===== src/rtl/mips_pkg.sv =====
// Shared MIPS pipeline definitions: opcodes, shadow-pipeline entry, hazard FSM states.
// Used by the hazard unit and the control unit.
package mips_pkg;

    localparam logic [5:0] OP_RTYPE = 6'b000000;
    localparam logic [5:0] OP_J     = 6'b000010;
    localparam logic [5:0] OP_BEQ   = 6'b000100;
    localparam logic [5:0] OP_BNE   = 6'b000101;
    localparam logic [5:0] OP_LW    = 6'b100011;
    localparam logic [5:0] OP_SW    = 6'b101011;

    // Widest register specifier a shadow entry can hold; narrower ones zero-extend.
    localparam int REG_MAX = 8;

    localparam int SH_EX  = 0;
    localparam int SH_MEM = 1;

    typedef struct packed {
        logic               valid;
        logic               mem_read;
        logic               reg_write;
        logic [REG_MAX-1:0] dst;
    } shadow_t;

    typedef enum logic {
        ST_RUN   = 1'b0,
        ST_STALL = 1'b1
    } hz_state_t;

endpackage


===== src/rtl/hazard_decode.sv =====
// Opcode decode for hazard detection: destination register and which
// register fields the instruction reads.
module hazard_decode
    import mips_pkg::*;
#(
    parameter int REG_W = 5
) (
    input  logic [5:0]       opcode,
    input  logic [REG_W-1:0] rs,
    input  logic [REG_W-1:0] rt,
    input  logic [REG_W-1:0] rd,
    output logic             mem_read,
    output logic             reg_write,
    output logic [REG_W-1:0] dst,
    output logic             uses_rs,
    output logic             uses_rt
);

    logic unused_rs;
    assign unused_rs = ^rs;

    always_comb begin
        mem_read  = 1'b0;
        reg_write = 1'b0;
        dst       = '0;
        uses_rs   = 1'b1;
        uses_rt   = 1'b0;
        unique case (1'b1)
            (opcode == OP_LW): begin
                mem_read  = 1'b1;
                reg_write = 1'b1;
                dst       = rt;
            end
            (opcode == OP_RTYPE): begin
                reg_write = 1'b1;
                dst       = rd;
                uses_rt   = 1'b1;
            end
            (opcode == OP_SW),
            (opcode == OP_BEQ),
            (opcode == OP_BNE): begin
                uses_rt = 1'b1;
            end
            (opcode == OP_J): begin
                uses_rs = 1'b0;
            end
            default: begin
            end
        endcase
    end

endmodule


===== src/rtl/hazard_unit.sv =====
// Load-use stall / branch flush controller with an EX/MEM shadow pipeline.
// Define HAZARD_STATS_EN to add saturating stall_cnt / flush_cnt statistics.
module hazard_unit
    import mips_pkg::*;
#(
    parameter int CNT_W = 16,
    parameter int REG_W = 5
) (
    input  logic             clk,
    input  logic             rst,
    input  logic             if_id_valid,
    input  logic [5:0]       id_opcode,
    input  logic [REG_W-1:0] id_rs,
    input  logic [REG_W-1:0] id_rt,
    input  logic [REG_W-1:0] id_rd,
    input  logic             branch_taken,
    output logic             NoOp,
    output logic             pc_write,
    output logic             if_id_write,
    output logic             if_id_flush
`ifdef HAZARD_STATS_EN
    ,
    output logic [CNT_W-1:0] stall_cnt,
    output logic [CNT_W-1:0] flush_cnt
`endif
);

    if (REG_W < 1 || REG_W > REG_MAX || CNT_W < 1) begin : g_param_check
        $error("hazard_unit: unsupported REG_W/CNT_W");
    end

    hz_state_t  state;
    hz_state_t  state_next;
    shadow_t    shadow_q [SH_EX:SH_MEM];
    shadow_t    ex_next;
    shadow_t    ex;

    logic             dec_mem_read;
    logic             dec_reg_write;
    logic [REG_W-1:0] dec_dst;
    logic             dec_uses_rs;
    logic             dec_uses_rt;
    logic             load_use;
    logic             stall_fire;

    hazard_decode #(
        .REG_W(REG_W)
    ) u_decode (
        .opcode   (id_opcode),
        .rs       (id_rs),
        .rt       (id_rt),
        .rd       (id_rd),
        .mem_read (dec_mem_read),
        .reg_write(dec_reg_write),
        .dst      (dec_dst),
        .uses_rs  (dec_uses_rs),
        .uses_rt  (dec_uses_rt)
    );

    assign ex = shadow_q[SH_EX];

    // A load into $0 never produces a value anyone waits on.
    always_comb begin
        load_use = if_id_valid && ex.valid && ex.mem_read
                && (ex.dst != '0)
                && ((dec_uses_rs && ex.dst == REG_MAX'(id_rs))
                 || (dec_uses_rt && ex.dst == REG_MAX'(id_rt)));
    end

    always_comb begin
        NoOp        = 1'b0;
        pc_write    = 1'b1;
        if_id_write = 1'b1;
        if_id_flush = 1'b0;
        stall_fire  = 1'b0;
        state_next  = ST_RUN;
        if (rst) begin
            if (branch_taken) begin
                NoOp        = 1'b1;
                if_id_flush = 1'b1;
            end else if (state == ST_RUN && load_use) begin
                NoOp        = 1'b1;
                pc_write    = 1'b0;
                if_id_write = 1'b0;
                stall_fire  = 1'b1;
                state_next  = ST_STALL;
            end
        end
    end

    always_comb begin
        ex_next = '0;
        if (!NoOp && if_id_valid) begin
            ex_next.valid     = 1'b1;
            ex_next.mem_read  = dec_mem_read;
            ex_next.reg_write = dec_reg_write;
            ex_next.dst       = REG_MAX'(dec_dst);
        end
    end

    always_ff @(posedge clk or negedge rst) begin
        if (!rst) begin
            state            <= ST_RUN;
            shadow_q[SH_EX]  <= '0;
            shadow_q[SH_MEM] <= '0;
        end else begin
            state            <= state_next;
            shadow_q[SH_EX]  <= ex_next;
            shadow_q[SH_MEM] <= shadow_q[SH_EX];
        end
    end

`ifdef HAZARD_STATS_EN
    always_ff @(posedge clk or negedge rst) begin
        if (!rst) begin
            stall_cnt <= '0;
            flush_cnt <= '0;
        end else begin
            if (stall_fire && stall_cnt != '1) begin
                stall_cnt <= stall_cnt + 1'b1;
            end
            if (branch_taken && flush_cnt != '1) begin
                flush_cnt <= flush_cnt + 1'b1;
            end
        end
    end
`else
    logic unused_stats;
    assign unused_stats = stall_fire;
`endif

endmodule


===== config.mk =====
export PLATFORM = sky130hd
export DESIGN_NAME = hazard_unit
export DESIGN_NICKNAME = d
export VERILOG_FILES = /design/src/rtl/mips_pkg.sv /design/src/rtl/hazard_decode.sv /design/src/rtl/hazard_unit.sv
export SDC_FILE = /design/constraint.sdc
export NUM_CORES = 1
export LEC_CHECK = 0
export BUFFER_PORTS_ARGS = -buffer_cell sky130_fd_sc_hd__clkbuf_2
export CAP_MARGIN = 40
export CORE_AREA = 10 10 47 49
export CTS_CLUSTER_SIZE = 24
export DETAILED_ROUTE_END_ITERATION = 10
export DIE_AREA = 0 0 57 59
export PLACE_DENSITY = 0.72
export SKIP_CTS_REPAIR_TIMING = 1
export SYNTH_ARGS = -nofsm -noshare
export SYNTH_HDL_FRONTEND = slang
export SYNTH_SLANG_ARGS = --single-unit

===== constraint.sdc =====
create_clock -name clk -period 2.1 [get_ports clk]
set_input_delay 0.105 -clock clk [delete_from_list [all_inputs] [get_ports clk]]
set_output_delay 0.105 -clock clk [all_outputs]
set_load 0.005 [all_outputs]

Word level (Yosys, flattened, before mapping)
Index checks and enable logic that the tools add are counted.
{"block": "totals", "regBits": 11, "output_inout_bits": 4}
{"block": "classes", "reduce_logical": 14, "n_eq_ne": 7, "n_bitwise": 1, "mux": 16}
{"cell": "$eq 8x5->1", "n": 2}
{"cell": "$mux 1", "n": 14}
{"cell": "$eq 6x3->1 const B", "n": 2}
{"cell": "$eq 6x6->1 const B", "n": 2}
{"cell": "$mux 11", "n": 1}
{"cell": "$pmux 5 s2", "n": 1}
{"cell": "$logic_and 1x1->1", "n": 8}
{"cell": "$reduce_bool 8->1", "n": 1}
{"cell": "$eq 6x2->1 const B", "n": 1}
{"cell": "$logic_not 6->1", "n": 1}
{"cell": "$reduce_or 4->1", "n": 1}
{"cell": "$reduce_or 2->1", "n": 1}
{"cell": "$logic_not 1->1", "n": 1}
{"cell": "$logic_or 1x1->1", "n": 1}
{"cell": "$not 1->1", "n": 1}

Depth between registers and ports, before layout
{"block": "logic_depth", "word_depth": 13, "ltp_mapped": 6}

Hierarchy
From an unflattened synthesis, not the netlist that was laid out.
{"block": "unflattened", "cells_unflattened": 67, "hier_area_um2": 600.6}
{"module": "hazard_unit", "n_inst": 1, "cells_per_inst": 50, "seq_area_each_um2": 200.2, "area_per_inst_um2": 469.2}
{"module": "hazard_decode", "n_inst": 1, "cells_per_inst": 17, "seq_area_each_um2": 0.0, "area_per_inst_um2": 131.4}

Least setup slack after synthesis
No wires, ideal clock.
{"block": "synth_path", "path_kind": "register -> output", "start": "reg shadow_q, in the netlist ex[2]", "end": "out pc_write", "setup_slack_ns": 0.340, "stages_incl_launch_ff": 7, "t_arrival_ns": 1.655, "required_time_ns": 1.995, "path_cell_list": "dfrtp_1 xnor2_1 nand4_1 or4_4 a21oi_4 nand2b_1 buf_4"}
{"block": "synth_between", "elab_chain_cells": 8, "elab_cells_between_ends": 12}
{"element": "start, declared", "line_no": "hazard_unit.sv:34", "text": "shadow_t shadow_q [SH_EX:SH_MEM];"}
{"element": "start signal, assigned by index", "line_no": "hazard_unit.sv:108", "text": "shadow_q[SH_EX] <= ex_next;"}
{"element": "start signal, assigned by index", "line_no": "hazard_unit.sv:109", "text": "shadow_q[SH_MEM] <= shadow_q[SH_EX];"}
{"element": "$eq 8x5->1, on equally long branches", "line_no": "hazard_unit.sv:66, hazard_unit.sv:67"}
{"element": "$logic_and 1x1->1, on equally long branches", "line_no": "hazard_unit.sv:66, hazard_unit.sv:67"}
{"element": "$logic_or 1x1->1", "line_no": "hazard_unit.sv:67", "text": "|| (dec_uses_rt && ex.dst == REG_MAX'(id_rt)));"}
{"element": "$logic_and 1x1->1 (*)", "line_no": "hazard_unit.sv:66", "text": "&& ((dec_uses_rs && ex.dst == REG_MAX'(id_rs))"}
{"element": "$logic_and 1x1->1 (*)", "line_no": "hazard_unit.sv:81", "text": "end else if (state == ST_RUN && load_use) begin"}
{"element": "$mux 1 (*) (3 in series)"}
{"element": "end, declared", "line_no": "hazard_unit.sv:18", "text": "output logic pc_write,"}
Mark *: on every way between the ends. The rest lies on a longest branch, timed or not.

Final worst setup path
{"block": "layout_path", "start": "reg shadow_q, in the netlist ex[2]", "end": "out NoOp"}
{"block": "layout_between", "elab_chain_cells": 8, "elab_cells_between_ends": 12}
{"element": "$eq 8x5->1, on equally long branches", "line_no": "hazard_unit.sv:66, hazard_unit.sv:67"}
{"element": "$logic_and 1x1->1, on equally long branches", "line_no": "hazard_unit.sv:66, hazard_unit.sv:67"}
{"element": "$logic_or 1x1->1", "line_no": "hazard_unit.sv:67"}
{"element": "$logic_and 1x1->1 (*)", "line_no": "hazard_unit.sv:66"}
{"element": "$logic_and 1x1->1 (*)", "line_no": "hazard_unit.sv:81"}
{"element": "$mux 1 (*)", "line_no": "hazard_unit.sv:81"}
{"element": "$mux 1 (*)", "line_no": "hazard_unit.sv:78", "text": "if (branch_taken) begin"}
{"element": "$mux 1 (*)", "line_no": "hazard_unit.sv:77", "text": "if (rst) begin"}
{"element": "end, declared", "line_no": "hazard_unit.sv:17", "text": "output logic NoOp,"}
Marked as above.

==> impl_metrics.py <==
metrics = {
    "worst_hold_path": {
        "min_to": "state",
        "min_from": "branch_taken",
        "hp-class": "input pin to flop",
        "min_path_cells": 2,
    },
    "power_and_ir_drop": {
        "p_leak_uw": 0.000346,
        "power.share.switching_pct": 24.5,
        "comb_power_share_pct": 17.3,
        "p_int_uw": 253,
        "p_per_area_nw_per_um2": 461,
        "pwr-share-clk_pct": 35.7,
        "seq_power_share_pct": 47.0,
        "peakVddDrop_uv": 265,
        "p_switching_uw": 81.8,
    },
    "floorplan": {
        "fp.dieW_um": 57,
        "num_rows": 14,
        "initial_core_util_pct": 37.4,
        "dieArea_um2": 3360,
        "core-area_um2": 1400,
        "io_pins": 29,
        "die_y_um": 59,
    },
    "cells_and_area": {
        "post-route-cell-area_um2": 724,
        "nets": 113,
        "drive_above_1_share_pct": 41.9,
        "mostFrequentLayoutCell": "clkbuf_2",
        "final_cell_mix": "clkbuf_2, dfrtp_1, xnor2_1, nor3_1, a22oi_1",
        "syn_to_final_growth_pct": 38.2,
        "nFillCells": 145,
        "n_antenna_cell": 0,
    },
    "timing": {
        "slew_violations": 0,
        "hold_viol_final": 0,
        "rsz0062_at_grt": "false",
        "holdWs_ns": 0.143,
        "slew_headroom_pct": 53.1,
        "finalSetupViolCount": 0,
        "finalCriticalPeriod_ns": 2.00,
        "skew_ns": 0.00455,
        "period_share_pct": 95.1,
        "tightestPinTransition_ns": 0.702,
        "fmax_mhz": 501,
    },
    "drt": {
        "wl_per_cell_um": 14.0,
        "wl_um": 1430,
        "num_vias": 544,
        "antenna_left": 0,
        "drtPass1Iterations": 4,
        "drc": 0,
        "drt-initial-drc-count": 11,
        "vias_per_cell": 5.33,
    },
    "global_routing": {
        "grt_pass1_vias": 527,
        "track_usage_pct": 8.56,
        "antenna_found_initial": 0,
        "grt_max_degree": 11,
        "overflow": 0,
        "grt_pass1_wl_um": 2280,
    },
    "synthesis": {
        "avgSynthCellArea_um2": 9.89,
        "syn_nets": 78,
        "synthesis.area_um2": 524,
        "synth_area_leaders": "dfrtp_1, xnor2_1, a22oi_1",
        "synth_area_leader_cell": "dfrtp_1",
        "syn_inst": 53,
        "synth_top_area_share_pct": 38.2,
        "yosysUniqueCellTypes": 19,
        "ys.warnings.count": 0,
        "seq_area_frac_synth_pct": 38.2,
        "ys_ff_latch": 8,
    },
    "cts": {
        "clk_latency_ns": 0.26,
        "ctsLongestPathBuffers": 2,
        "cts_sinks": 8,
        "clkTransAtPathRegs_ns": 0.06,
        "htreeDepth": 1,
        "root_buffer": "clkbuf_4",
        "cts_tree": "yes",
        "cts_buffers": 3,
    },
    "setup_path": {
        "worstPathMaxFanout": 4,
        "r2r-start": "ex[2]",
        "rr_endpoint": "ex[1]",
        "rrSetupSlack_ns": 0.25,
        "crit_start": "ex[2]",
        "critPathCaptureType": "output port",
        "critPathRequiredTime_ns": 2.00,
        "worst_setup_path_start_kind": "flop",
        "r2r_cells": 7,
        "arrival_ns": 1.89,
        "crit_type": "flop to output port",
    },
    "run": {
        "maxCapViolCount": 0,
    },
    "placed_design": {
        "hpwl_um": 1200,
        "io_buffers": 28,
        "gp_congestion": 0.791,
        "dpl_cell_area_um2": 677,
    },
    "status": {
        "status": "completed",
    },
}
## critical path, stage by stage (launching register included)
cell	delay (ns)
dfrtp_1	0.43
xnor2_1	0.19
nand4_1	0.11
or4_4	0.53
a21oi_4	0.16
or2_2	0.12
clkbuf_2	0.10
## area by class of cell
class	count	area [um2]	area share [%]
sequential	8	200	27.6
multi-input combinational	44	317	43.7
tap	16	20.0	2.76
timing repair buffer	31	165	22.8
clock buffer	3	22.5	3.11
## power by group through the flow
stage	Combinational (uW)	Clock [uW]	Sequential [uW]
floorplan	20.8	0	159
finish	57.9	119	157
detailed placement	56.9	0	160
global placement	56.1	0	160
CTS	57.1	123	157
global route	64.2	127	157
## through the flow
step | cells | power, uW | utilization (%) | TNS, ns | setup WS (ns)
floorplan | 53 | 180 | - | 0 | 0.340
global placement | 96 | 216 | 48.3 | 0 | 0.215
detailed placement | 96 | 217 | 48.3 | 0 | 0.218
CTS | 99 | 337 | 49.9 | -0.140 | -0.0613
global route | 102 | 348 | 51.7 | 0 | 0.0241
finish | 102 | 334 | 51.7 | 0 | 0.102
## sequential cells by signal, indices dropped and copies added (netlist names)
name / cells
state: 1
ex: 7
## synth_stat cells
master,n
nor2_1,3
a21oi_4,1
a311oi_1,1
or4_4,1
or4_1,1
xnor2_1,7
or2_2,1
and4b_1,1
xor2_1,3
and2_1,2
dfrtp_1,8
a22oi_1,6
buf_4,1
nor3b_1,2
nor3_1,7
o21ai_0,1
and2b_1,1
nand4_1,3
nand2b_1,3
## layer usage
metal	routed length [um]	global-route usage, %	vias to the layer above
met2	711	13.5	18
met1	635	9.76	259
met5	0	0	-
li1	-	-	265
met4	19	5.03	0
met3	66	3.00	2
## logic make-up after synthesis
| logic type | Yosys count | synth area share [%] |
|---|---|---|
| XOR/XNOR | 10 | 16.7 |
| buffers and inverters | 1 | 1.43 |
| flip-flops | 8 | 38.2 |
| AO/OA/AOI/OAI | 9 | 14.3 |
| AND/OR/NAND/NOR | 25 | 29.4 |
## worst max-delay path by stage
stage | end | slack, ns
6_report | NoOp | 0.10
5_1_grt | if_id_write | 0.02
4_1_cts | NoOp | -0.06
3_5_place_dp | NoOp | 0.22
3_3_place_gp | NoOp | 0.21
2_1_floorplan | pc_write | 0.34
Note: power is estimated with default switching activity, not from simulation.
